===== src/rtl/tcd1290d_line_capture.sv =====
// Purpose : digitise one TCD1290D line; sample adc_data SAMPLE_DLY cycles after each f2b rise and
//           stream the active pixels (dummies dropped) with start/end-of-line markers.
// Latency : sh/f2b pass through a 2-flop edge detector; a pixel is captured at edge E0+SAMPLE_DLY
//           and pix_valid rises in the following cycle.
// Backpressure : none; the consumer must take one pixel per f2b period.
// Ports   : sys_clk/sys_rst (sync, active high); enable arms new lines; sh/f2b driver timing;
//           adc_data ADC word; pix_* pixel stream; line_done/line_err per-line pulses;
//           line_cnt completed lines; busy = line in progress.
module tcd1290d_line_capture #(
    parameter int          DATA_W        = 12,
    parameter int          LINE_WIDTH    = 2100,
    parameter int          LEAD_DUMMY    = 32,
    parameter int          ACTIVE_PIXELS = 2048,
    parameter int          SAMPLE_DLY    = 6,
    parameter logic [19:0] TIMEOUT       = 20'd100000
) (
    input  logic              sys_clk,
    input  logic              sys_rst,
    input  logic              enable,
    input  logic              sh,
    input  logic              f2b,
    input  logic [DATA_W-1:0] adc_data,
    output logic [DATA_W-1:0] pix_data,
    output logic              pix_valid,
    output logic              pix_sof,
    output logic              pix_eol,
    output logic              line_done,
    output logic              line_err,
    output logic [15:0]       line_cnt,
    output logic              busy
);

    localparam int IDX_W = (LINE_WIDTH > 1) ? $clog2(LINE_WIDTH) : 1;
    localparam int DLY_W = (SAMPLE_DLY > 1) ? $clog2(SAMPLE_DLY) : 1;

    localparam logic [IDX_W-1:0] FIRST_ACT = IDX_W'(LEAD_DUMMY);
    localparam logic [IDX_W-1:0] LAST_ACT  = IDX_W'(LEAD_DUMMY + ACTIVE_PIXELS - 1);
    localparam logic [IDX_W-1:0] LAST_PIX  = IDX_W'(LINE_WIDTH - 1);
    localparam logic [DLY_W-1:0] DLY_LAST  = DLY_W'(SAMPLE_DLY - 1);
    localparam logic [19:0]      TO_LAST   = TIMEOUT - 20'd1;

    localparam logic [1:0] S_IDLE  = 2'd0;
    localparam logic [1:0] S_ARMED = 2'd1;
    localparam logic [1:0] S_DELAY = 2'd2;

    logic [1:0]       state;
    logic             sh_q, sh_q2, f2b_q, f2b_q2;
    logic [IDX_W-1:0] pix_idx;
    logic [DLY_W-1:0] dly_cnt;
    logic [19:0]      to_cnt;
    logic             sh_fall, f2b_rise;

    assign sh_fall  = ~sh_q & sh_q2;
    assign f2b_rise = f2b_q & ~f2b_q2;
    assign busy     = (state != S_IDLE);

    always_ff @(posedge sys_clk) begin
        if (sys_rst) begin
            state     <= S_IDLE;
            sh_q      <= 1'b0;
            sh_q2     <= 1'b0;
            f2b_q     <= 1'b0;
            f2b_q2    <= 1'b0;
            pix_idx   <= '0;
            dly_cnt   <= '0;
            to_cnt    <= '0;
            line_cnt  <= '0;
            pix_data  <= '0;
            pix_valid <= 1'b0;
            pix_sof   <= 1'b0;
            pix_eol   <= 1'b0;
            line_done <= 1'b0;
            line_err  <= 1'b0;
        end else begin
            sh_q   <= sh;
            sh_q2  <= sh_q;
            f2b_q  <= f2b;
            f2b_q2 <= f2b_q;

            pix_valid <= 1'b0;
            pix_sof   <= 1'b0;
            pix_eol   <= 1'b0;
            line_done <= 1'b0;
            line_err  <= 1'b0;

            // A new SH inside a line means the driver restarted: drop the partial
            // line (no pixel even if the capture point coincides) and re-arm if allowed.
            if (state != S_IDLE && sh_fall) begin
                line_err <= 1'b1;
                pix_idx  <= '0;
                to_cnt   <= '0;
                state    <= enable ? S_ARMED : S_IDLE;
            end else begin
                case (state)
                    S_IDLE: begin
                        if (sh_fall && enable) begin
                            state   <= S_ARMED;
                            pix_idx <= '0;
                            to_cnt  <= '0;
                        end
                    end
                    S_ARMED: begin
                        if (f2b_rise) begin
                            state   <= S_DELAY;
                            dly_cnt <= '0;
                        end else if (to_cnt == TO_LAST) begin
                            state    <= S_IDLE;
                            line_err <= 1'b1;
                        end else begin
                            to_cnt <= to_cnt + 20'd1;
                        end
                    end
                    S_DELAY: begin
                        // Extra f2b edges here are a driver fault and are simply ignored.
                        if (dly_cnt == DLY_LAST) begin
                            if (pix_idx >= FIRST_ACT && pix_idx <= LAST_ACT) begin
                                pix_data  <= adc_data;
                                pix_valid <= 1'b1;
                                pix_sof   <= (pix_idx == FIRST_ACT);
                                pix_eol   <= (pix_idx == LAST_ACT);
                            end
                            if (pix_idx == LAST_PIX) begin
                                state     <= S_IDLE;
                                line_done <= 1'b1;
                                line_cnt  <= line_cnt + 16'd1;
                            end else begin
                                pix_idx <= pix_idx + 1'b1;
                                to_cnt  <= '0;
                                state   <= S_ARMED;
                            end
                        end else begin
                            dly_cnt <= dly_cnt + 1'b1;
                        end
                    end
                    default: state <= S_IDLE;
                endcase
            end
        end
    end

endmodule


===== config.mk =====
export PLATFORM = sky130hd
export DESIGN_NAME = tcd1290d_line_capture
export DESIGN_NICKNAME = d
export VERILOG_FILES = /design/src/rtl/tcd1290d_line_capture.sv
export SDC_FILE = /design/constraint.sdc
export NUM_CORES = 1
export LEC_CHECK = 0
export ABC_CLOCK_PERIOD_IN_PS = 3260
export CAP_MARGIN = 20
export CORE_ASPECT_RATIO = 1.1
export CORE_UTILIZATION = 45
export DETAILED_ROUTE_END_ITERATION = 12
export GPL_ROUTABILITY_DRIVEN = 0
export GPL_TIMING_DRIVEN = 0
export PLACE_DENSITY = 0.74
export SLEW_MARGIN = 20
export SYNTH_ARGS = -nofsm -noshare
export SYNTH_HDL_FRONTEND = slang
export SYNTH_SLANG_ARGS = --single-unit

===== constraint.sdc =====
create_clock -name sys_clk -period 3.26 [get_ports sys_clk]
set_input_delay 0.652 -clock sys_clk [delete_from_list [all_inputs] [get_ports sys_clk]]
set_output_delay 0.652 -clock sys_clk [all_outputs]
set_load 0.01 [all_outputs]

==> results of run 1 <==
-- cell type report --
class                      instances  area share, %
buffer                            22           2.56
clock buffer                       9           2.75
clock inverter                     5           1.81
inverter                          17           1.42
multi-input combinational        318           44.6
sequential                        74           32.9
tap                              108           3.00
timing repair buffer              49           10.9
-- stage by stage --
step | hold WS, ns | cells
4_1_cts | 0.468 | 602
3_3_place_gp | 0.442 | 588
3_5_place_dp | 0.450 | 588
5_1_grt | 0.478 | 602
6_report | 0.464 | 602
2_1_floorplan | 0.430 | 431
-- synthesized netlist by cell type, types with 4 or more instances --
master and count:
a21oi_1 13, a31oi_1 8, and3_1 11, and4_1 4, buf_2 8, clkbuf_1 10
dfxtp_1 74, ha_1 6, inv_1 17, mux2i_1 15, nand2_1 28, nand2b_1 5
nand3_1 33, nand4_1 25, nor2_1 52, nor2b_1 10, nor3_1 14, nor4_1 7
o211ai_1 5, o21ai_0 7, or3_1 7, xnor2_1 4, xor2_1 20
-- flip-flops by register name (all words and copies together), names as in the netlist --
name	count
pix_valid	1
line_err	1
line_cnt	16
f2b_q2	1
pix_idx	12
dly_cnt	3
to_cnt	20
sh_q	1
pix_sof	1
pix_eol	1
pix_data	12
state	2
sh_q2	1
f2b_q	1
line_done	1
-- logic make-up after synthesis --
family	after synthesis	synth area share, %
flip-flops	74	40.4
multiplexers	16	4.40
buffers and inverters	39	4.88
XOR/XNOR	24	5.73
adder cells (fa/ha/maj)	6	2.05
AND/OR/NAND/NOR	215	31.4
AO/OA/AOI/OAI	57	11.2
-- power groups by stage --
stage / registers (mW) / clock network (mW) / logic, mW
6_report: 0.910 / 0.755 / 0.0858
5_1_grt: 0.911 / 0.804 / 0.0932
4_1_cts: 0.910 / 0.771 / 0.0852
3_5_place_dp: 0.932 / 0 / 0.0847
3_3_place_gp: 0.931 / 0 / 0.0832
2_1_floorplan: 0.931 / 0 / 0.0482
-- worst paths after layout --
path              startpoint         end  slack (ns)  depth (start not counted)
setup reg to reg   to_cnt[0]  to_cnt[15]        0.97                          6
hold reg to reg        f2b_q      f2b_q2        0.46                          1
setup / recovery    state[0]        busy        0.80                          4
hold / removal         f2b_q      f2b_q2        0.46                          1
-- per-layer routing --
| metal | routed length [microns] | vias to the layer above | global-route usage [%] | share of wire [%] |
|---|---|---|---|---|
| li1 | - | 1679 | - | - |
| met1 | 3710 | 1588 | 25.6 | 42 |
| met2 | 4310 | 117 | 37.1 | 49 |
| met3 | 589 | 24 | 4.10 | 6.7 |
| met4 | 217 | 0 | 9.68 | 2.5 |
| met5 | 0 | - | 0 | 0 |
==> summary.md, run 1 <==
| Metric | Value |
|---|---|
| Worst Hold Class | `register to register` |
| Area Growth Syn to Fin | `22.6%` |
| Placement Setup Slack | `approximately 0.58 ns` |
| Initial antenna violation count | `0` |
| Max Clock Skew | `around 0.013 ns` |
| CTS H-tree depth | `3` |
| CTS Buf Count | `9` |
| Synth top area share | `between 40 and 50%` |
| Vias in the first global route | `3326` |
| # IOs | `51` |
| Syn Nets | `approximately 450` |
| Commonest non-fill, non-tap cell in the layout | `dfxtp_1` |
| Net Sw Power | `386 uW` |
| Status | `finished, final reports clean` |
| Vias | `between 3000 and 4000` |
| Initial DRC count | `approximately 150` |
| FILL cells | `between 700 and 800` |
| Buf+Inv Stages, Crit Path | `3` |
| Hpwl dp | `between 6 and 7 mm` |
| Clock root cell | `clkbuf_8` |
| Crit Path Max Fanout | `10` |
| Final Slew Violations | `0` |
| Gr ovfl total | `0` |
| Pwr/cell area | `around 390 nW/um^2` |
| Starting density of the core | `46.4%` |
| GRT Overall Usage | `a little over a fifth` |
| Largest net degree at the start of global routing | `13` |
| Critical path, cell by cell | `clkbuf_1 -> nor2_1 -> inv_1 -> clkdlybuf4s50_1` |
| Combinational share of power | `under 10%` |
| Core footprint | `a little under 8000 sq um` |
| Setup TNS | `0 ns` |
| PortBufs | `between 40 and 50` |
| Max VDD drop | `0.224 mV` |
| Most frequent cells in the layout | `dfxtp_1 (74), nor2_1 (52), clkdlybuf4s50_1 (49)` |
| Final ANT Viol Nets | `0` |
| CTS sink cnt | `between 70 and 80` |
| Main flop type after synthesis | `dfxtp_1` |
| Yosys cell types | `between 50 and 60` |
| Rel. slew slack | `a little under 60%` |
| Dpl cell area | `4290 sq um` |
| Final worst slack | `between 0.8 and 0.9 ns` |
| Die width | `between 80 and 90 microns` |
| Mean Syn Cell Area | `around 8.5 sq um` |
| CTS tree | `done` |
| Clock power share | `between 40% and 50%` |
| CP peak stage delay | `about 0.55 ns` |
| Maxcap violations | `0` |
| Reg power frac | `between 50% and 60%` |
| Syn Inst Count | `roughly 430` |
| N_diodes | `0` |
| Slowest CP cell | `clkdlybuf4s50_1` |
| Number of synthesized flops with an enable pin | `0` |
| Nets | `just over 500` |
| Clk_lat worst skew | `roughly 0.35 ns` |
| Post-CTS Repair Setup Buffers | `0` |
| # hold bufs at CTS | `0` |
| Final hold vios | `0` |
| RSZ-0062 raised after global routing | `no` |
| Initial DRT Pass Iterations | `5` |
| Synth async-reset ratio | `0%` |
| Footprint of the multi-input gates | `around 2000 sq um` |
| Share of cells above drive strength 1 | `between 7 and 8%` |
| Worst-margin pin slew | `0.618 ns` |
| Delay-heaviest family, CP | `buffers and inverters` |
| Mapped cell area | `about 3700 sq um` |
| Arrival @ worst endpoint | `1.81 ns` |
| Final Cell Area | `between 4000 and 5000 sq um` |
| Crit Path Category | `register to primary output` |
| DRC | `0` |
| Synth top area cells | `dfxtp_1 (40%), nor2_1 (5.3%), xor2_1 (4.8%)` |
| Ys Warns | `0` |
| Via/cell ratio | `5.66` |
| Post-DR wirelength/cell | `roughly 15 microns` |
| Num rows | `34` |
| Final critical-path required period | `between 2 and 2.5 ns` |
| Total power | `~1.8 mW` |
| Fin util | `~57%` |
| Seq/Total Area, Yosys | `between 40% and 50%` |
| Final Setup Violations | `0` |
| Max Fclk | `~410 MHz` |
| WP data required | `around 2.6 ns` |
| Startpoint Class | `register` |
| Static Leak | `approximately 1.6 nW` |
| Pint | `1.37 mW` |
| Die height | `just under 100 microns` |
| Biggest area consumer among synthesized cells | `dfxtp_1` |
| First-pass GRT wire length | `14.8 mm` |
| FF+latch count, synth | `74` |
| Die area | `around 8500 sq um` |
| Period utilisation layout | `between 70% and 80%` |
| Post_cts resized | `0` |
| Sw Ratio | `between 20 and 25%` |
| Routed WL | `8.83 mm` |
| Reg area | `1480 sq um` |
| CP Capture Type | `primary output` |
| Clock slew seen by the registers of the worst setup and hold paths | `about 0.070 ns` |
| Max Buffers Root-to-Sink | `2` |
(Power assumes the default switching activity.)
==> run 2, diff against run 1 <==
Settings changed: ABC_CLOCK_PERIOD_IN_PS 3260 to 2250, PLACE_DENSITY 0.74 to 0.76.
Clock period 3.26 ns to 2.25 ns, I/O delays scaled along.
==> run 2 against run 1 <==
  * Clock skew is 0.0029 ns lower
  * Via count about the same
  * Global-route usage fell by 0.77 points
  * Die area unchanged
  * Largest cell class unchanged
==> summary.md, run 2 (same netlist as run 1, synthesis figures left out) <==
| Metric | Value |
|---|---|
| Setup TNS | `0 ns` |
| Area Growth Syn to Fin | `22.9%` |
| Startpoint Class | `register` |
| DR WL met2 | `roughly 4 mm` |
| First-pass GRT wire length | `roughly 14 mm` |
| Largest regs | `to_cnt x20, line_cnt x16` |
| PortBufs | `between 40 and 50` |
| Nets | `about 510` |
| # IOs | `51` |
| Dpl cell area | `4290 sq um` |
| Share of cells above drive strength 1 | `under 10%` |
| CTS sink cnt | `74` |
| WHS Path Cells | `2` |
| Wl on met1 | `between 3 and 4 mm` |
| R2R depth | `6` |
| Die area | `8520 sq um` |
| Final ANT Viol Nets | `0` |
| Largest net degree at the start of global routing | `13` |
| Initial antenna violation count | `0` |
| Min-delay src | `sys_rst` |
| Die width | `a little under 90 microns` |
| Final Setup Violations | `0` |
| Num rows | `34` |
| FILL cells | `727` |
| Starting density of the core | `46.4%` |
| Delay-heaviest family, CP | `buffers and inverters` |
| Clock slew seen by the registers of the worst setup and hold paths | `approximately 0.080 ns` |
| Slowest CP cell | `clkdlybuf4s50_1` |
| CTS Buf Count | `9` |
| Final Cell Area | `~4500 sq um` |
| GRT Overall Usage | `around a fifth` |
| Static Leak | `about 1.6 nW` |
| Post-DR wirelength/cell | `around 14 microns` |
| CTS H-tree depth | `3` |
| Gr ovfl total | `0` |
| Pwr/cell area | `between 500 and 600 nW/um^2` |
| Max Clock Skew | `a little under 0.01 ns` |
| Final hold vios | `0` |
| Max VDD drop | `between 0.3 and 0.4 mV` |
| Most frequent cells in the layout | `dfxtp_1 (74), nor2_1 (51), clkdlybuf4s50_1 (49)` |
| CP peak stage delay | `0.56 ns` |
| CP Capture Type | `primary output` |
| Hold Path End | `pix_valid` |
| Post-CTS Repair Setup Buffers | `0` |
| Die height | `a little under 100 microns` |
| Footprint of the multi-input gates | `just over 2000 sq um` |
| Final Slew Violations | `0` |
| DRC | `0` |
| Status | `finished, final reports clean` |
| R2R setup slack | `roughly 0.12 ns` |
| CTS tree | `done` |
| Period utilisation layout | `96.0%` |
| Via/cell ratio | `between 5 and 6` |
| Max layer used | `met4` |
| Initial DRC count | `~170` |
| Crit Path Max Fanout | `10` |
| Commonest non-fill, non-tap cell in the layout | `dfxtp_1` |
| WP data required | `1.80 ns` |
| Core footprint | `between 7000 and 8000 sq um` |
| Reg area | `1480 sq um` |
| Critical path, cell by cell | `clkbuf_2 -> nor2_1 -> inv_1 -> clkdlybuf4s50_1` |
| Rel. slew slack | `between 50% and 60%` |
| Clk_lat worst skew | `roughly 0.36 ns` |
| Vias | `approximately 3400` |
| Met3 wire length | `591 microns` |
| Reg2reg start | `to_cnt[0]` |
| Biggest register | `to_cnt` |
| Vias in the first global route | `between 3000 and 4000` |
| Max Fclk | `463 MHz` |
| Max Buffers Root-to-Sink | `2` |
| Hpwl dp | `roughly 6.2 mm` |
| Worst-margin pin slew | `between 0.6 and 0.7 ns` |
| Largest register FFs | `20` |
| RR Endpoint | `to_cnt[19]` |
| Initial DRT Pass Iterations | `4` |
| Arrival @ worst endpoint | `approximately 1.7 ns` |
| Routed WL | `roughly 8.7 mm` |
| Buf+Inv Stages, Crit Path | `3` |
| Final critical-path required period | `2.16 ns` |
| N_diodes | `0` |
| Crit Path Category | `register to primary output` |
| Clock root cell | `clkbuf_8` |
| Maxcap violations | `0` |
| RSZ-0062 raised after global routing | `no` |
| Worst Hold Class | `input port to register` |
[run 2: report_power, final]
part | internal, mW | total (mW) | leakage (nW) | switching [mW]
combinational | 0.0516 | 0.126 | 0.860 | 0.0741
sequential | 1.32 | 1.32 | 0.597 | 0.00352
clock | 0.612 | 1.10 | 0.105 | 0.488
[run 2: through the flow]
stage                     instances  setup slack [ns]  util [%]  hold slack, ns  power, mW
after floorplan                 431             0.335         -           0.430       1.42
after global placement          588            -0.172      54.3           0.446       1.47
after detailed placement        588            -0.213      54.3           0.450       1.47
after CTS                       603           0.00288      56.9           0.437       2.56
after global routing            603           0.00229      57.0           0.482       2.62
final                           603            0.0905      57.0           0.444       2.54
[run 2: layout make-up]
cell class                      instances  share of cell area, %
Multi-Input combinational cell        318                   44.7
Sequential cell                        74                   32.9
Timing Repair Buffer                   49                   10.9
Tap cell                              108                   3.00
Clock buffer                            9                   2.75
Buffer                                 22                   2.58
Clock inverter                          6                   1.83
Inverter                               17                   1.42
[run 2: timing repair]
item                                    4_1_cts  5_1_grt
endpoints found under the setup margin        1       14
hold buffers                                  0        0
gates resized for setup                       1        2
[run 2: worst reg2reg max path, stage by stage, from the launching register on]
cell	delay, ns
dfxtp_1	0.40
ha_1	0.22
and3_1	0.23
nand3_1	0.17
o311ai_4	0.52
nand3_2	0.28
o211ai_1	0.24
[run 2: layer usage]
| metal | track usage [%] | vias to the layer above |
|---|---|---|
| met3 | 4.10 | 23 |
| met1 | 24.3 | 1600 |
| li1 | - | 1673 |
| met2 | 35.6 | 109 |
| met5 | 0 | - |
| met4 | 10.4 | 0 |
[run 2: worst max path at each step]
stage               from    endpoint  slack (ns)  cells after the start
5_1_grt        to_cnt[0]  to_cnt[19]       0.002                      6
6_report        state[0]        busy        0.09                      4
2_1_floorplan    sys_rst  to_cnt[17]        0.33                      5
3_3_place_gp      enable   to_cnt[0]       -0.17                      6
4_1_cts        to_cnt[0]   to_cnt[1]       0.003                      6
3_5_place_dp      enable   to_cnt[0]       -0.21                      6
==> run 3, diff against run 2 <==
Settings changed: CORE_UTILIZATION 45 to 49, PLACE_DENSITY 0.76 to 0.82.
==> run 3 against run 2 <==
  * The run now ends with DRC left
  * Largest power group unchanged
  * Wire length rose by 2.6%
  * Via count rose by 2.0%
  * Clock power rose by 14%
  * Die area fell by 8.0%
  * Final cell count fell by 3.8%
  * Critical path depth did not move
  * Combinational power barely moved
  * Non-clock buffer count did not move
  * Setup slack improved by 0.024 ns
  * Count of clock-buffer cells in the layout did not move
  * Critical path type unchanged
==> summary.md, run 3 (same netlist as run 1, synthesis figures left out) <==
| Metric | Value |
|---|---|
| Final ANT Viol Nets | `0` |
| Commonest non-fill, non-tap cell in the layout | `dfxtp_1` |
| Nets | `514` |
| Fin util | `roughly 63%` |
| Die width | `~85 microns` |
| Startpoint Class | `register` |
| Non-filler cells, final | `580` |
| Reg power frac | `48.9%` |
| R2R setup slack | `about 0.17 ns` |
| Die area | `between 7000 and 8000 sq um` |
| Largest regs | `to_cnt x20, line_cnt x16` |
| CTS H-tree depth | `3` |
| Vias | `3472` |
| Max VDD drop | `0.349 mV` |
| Num rows | `32` |
| # IOs | `between 50 and 60` |
| CTS Buf Count | `9` |
| PortBufs | `just under 50` |
| Hold Path End | `pix_valid` |
| GRT Overall Usage | `a little under a quarter` |
| Arrival @ worst endpoint | `approximately 1.7 ns` |
| Vias in the first global route | `3217` |
| Static Leak | `around 1.6 nW` |
| Crit Path Max Fanout | `10` |
| Biggest register | `to_cnt` |
| Post-DR wirelength/cell | `~15 microns` |
| Clk_lat worst skew | `roughly 0.36 ns` |
| Die height | `a little over 90 microns` |
| Starting density of the core | `between 50% and 60%` |
| N_diodes | `0` |
| Final critical-path required period | `between 2 and 2.5 ns` |
| Sw Ratio | `a little over a fifth` |
| Max Fclk | `between 400 and 500 MHz` |
| Crit Path Category | `register to primary output` |
| Maxcap violations | `0` |
| CTS tree | `done` |
| Reg2reg start | `pix_idx[9]` |
| Most frequent cells in the layout | `dfxtp_1 (74), nor2_1 (51), clkdlybuf4s50_1 (49)` |
| Max Buffers Root-to-Sink | `2` |
| Clock power share | `a little under half` |
| Inst Count DP | `565` |
| Pint | `2.10 mW` |
| Combinational share of power | `about 4.6%` |
| Rel. slew slack | `between 50 and 60%` |
| Period utilisation layout | `a little over nine tenths` |
| WHS Path Cells | `2` |
| WP data required | `approximately 1.8 ns` |
| Hold slack | `between 0.4 and 0.5 ns` |
| Net Sw Power | `592 uW` |
| Worst Hold Class | `input port to register` |
| Clock slew seen by the registers of the worst setup and hold paths | `approximately 0.08 ns` |
| RSZ-0062 raised after global routing | `no` |
| Initial DRC count | `between 200 and 250` |
| Core footprint | `7130 sq um` |
| Status | `finished, violations left` |
| Initial DRT Pass Iterations | `11` |
| R2R depth | `6` |
| Largest net degree at the start of global routing | `14` |
| CTS sink cnt | `74` |
| Largest register FFs | `20` |
| Failing checks | `DRC` |
| Hpwl dp | `6.30 mm` |
| Via/cell ratio | `5.99` |
| Min-delay src | `sys_rst` |
| Pwr/cell area | `between 500 and 600 nW/um^2` |
| CP Capture Type | `primary output` |
| Share of cells above drive strength 1 | `under 10%` |
| First-pass GRT wire length | `roughly 14 mm` |
| Gr ovfl total | `0` |
| Final Slew Violations | `0` |
| Final hold vios | `0` |
| Routed WL | `8.90 mm` |
| Area Growth Syn to Fin | `23.2%` |
| RR Endpoint | `pix_data[0]` |
| Final Setup Violations | `0` |
| Total power | `about 2.7 mW` |
| Worst-margin pin slew | `0.604 ns` |
| Initial antenna violation count | `0` |
| Max Clock Skew | `about 0.012 ns` |
| DRC | `3` |
| Clock root cell | `clkbuf_8` |
[run 3: cell count changes in the layout (fill, tap and decap cells not counted)]
| cell | delta |
|---|---|
| inv_6 | +1 |
| bufinv_16 | +1 |
| clkinv_2 | -3 |
| nor2_2 | -1 |
| clkinv_4 | +1 |
| nor2_4 | +1 |
[run 3: layout make-up]
cell class	count	area, sq um
fill	571	2610
multi-input combinational	318	2020
sequential	74	1480
timing repair buffer	49	490
clock buffer	9	124
buffer	22	116
clock inverter	6	115
tap	85	106
inverter	17	63.8
[run 3: how the worst max path moves through the flow]
stage | startpoint | end
after CTS | to_cnt[0] | to_cnt[1]
after global placement | enable | to_cnt[0]
after global routing | pix_idx[4] | to_cnt[1]
after floorplan | sys_rst | to_cnt[17]
final | state[0] | busy
after detailed placement | enable | to_cnt[16]
[run 3: power by group through the flow]
stage	Clock (mW)	Combinational, mW	Sequential, mW
after global placement	0	0.118	1.35
after detailed placement	0	0.121	1.35
after floorplan	0	0.0698	1.35
after global routing	1.32	0.133	1.32
final	1.25	0.123	1.32
after CTS	1.27	0.122	1.32
[run 3: through the flow]
step,setup slack (ns),TNS [ns],instance area (sq um)
finish,0.114,0,4520
global placement,-0.161,-1.85,4270
global route,0.00238,0,4520
floorplan,0.335,0,3670
detailed placement,-0.209,-2.10,4270
CTS,0.00359,0,4510
[run 3: critical path, stage by stage (launching register included)]
cell,delay [ns]
dfxtp_1,0.37
clkbuf_2,0.21
nor2_1,0.08
inv_1,0.12
clkdlybuf4s50_1,0.55
[run 3: layer usage]
layer  GRT usage [%]  vias to the layer above  routed length, microns
met5               0                        -                       0
met1            27.2                     1650                    3830
met3            3.74                       27                     440
met2            39.7                      117                    4370
li1                -                     1678                       -
met4            13.1                        0                     251
[run 3: timing repair]
action / in CTS / in global routing
hold buffers: 0 / 0
setup buffers: 0 / 0
gates resized for setup: 1 / 3
setup endpoints to repair: 1 / 15
endpoints found under the hold margin: 0 / 0
pin swaps: 0 / 2
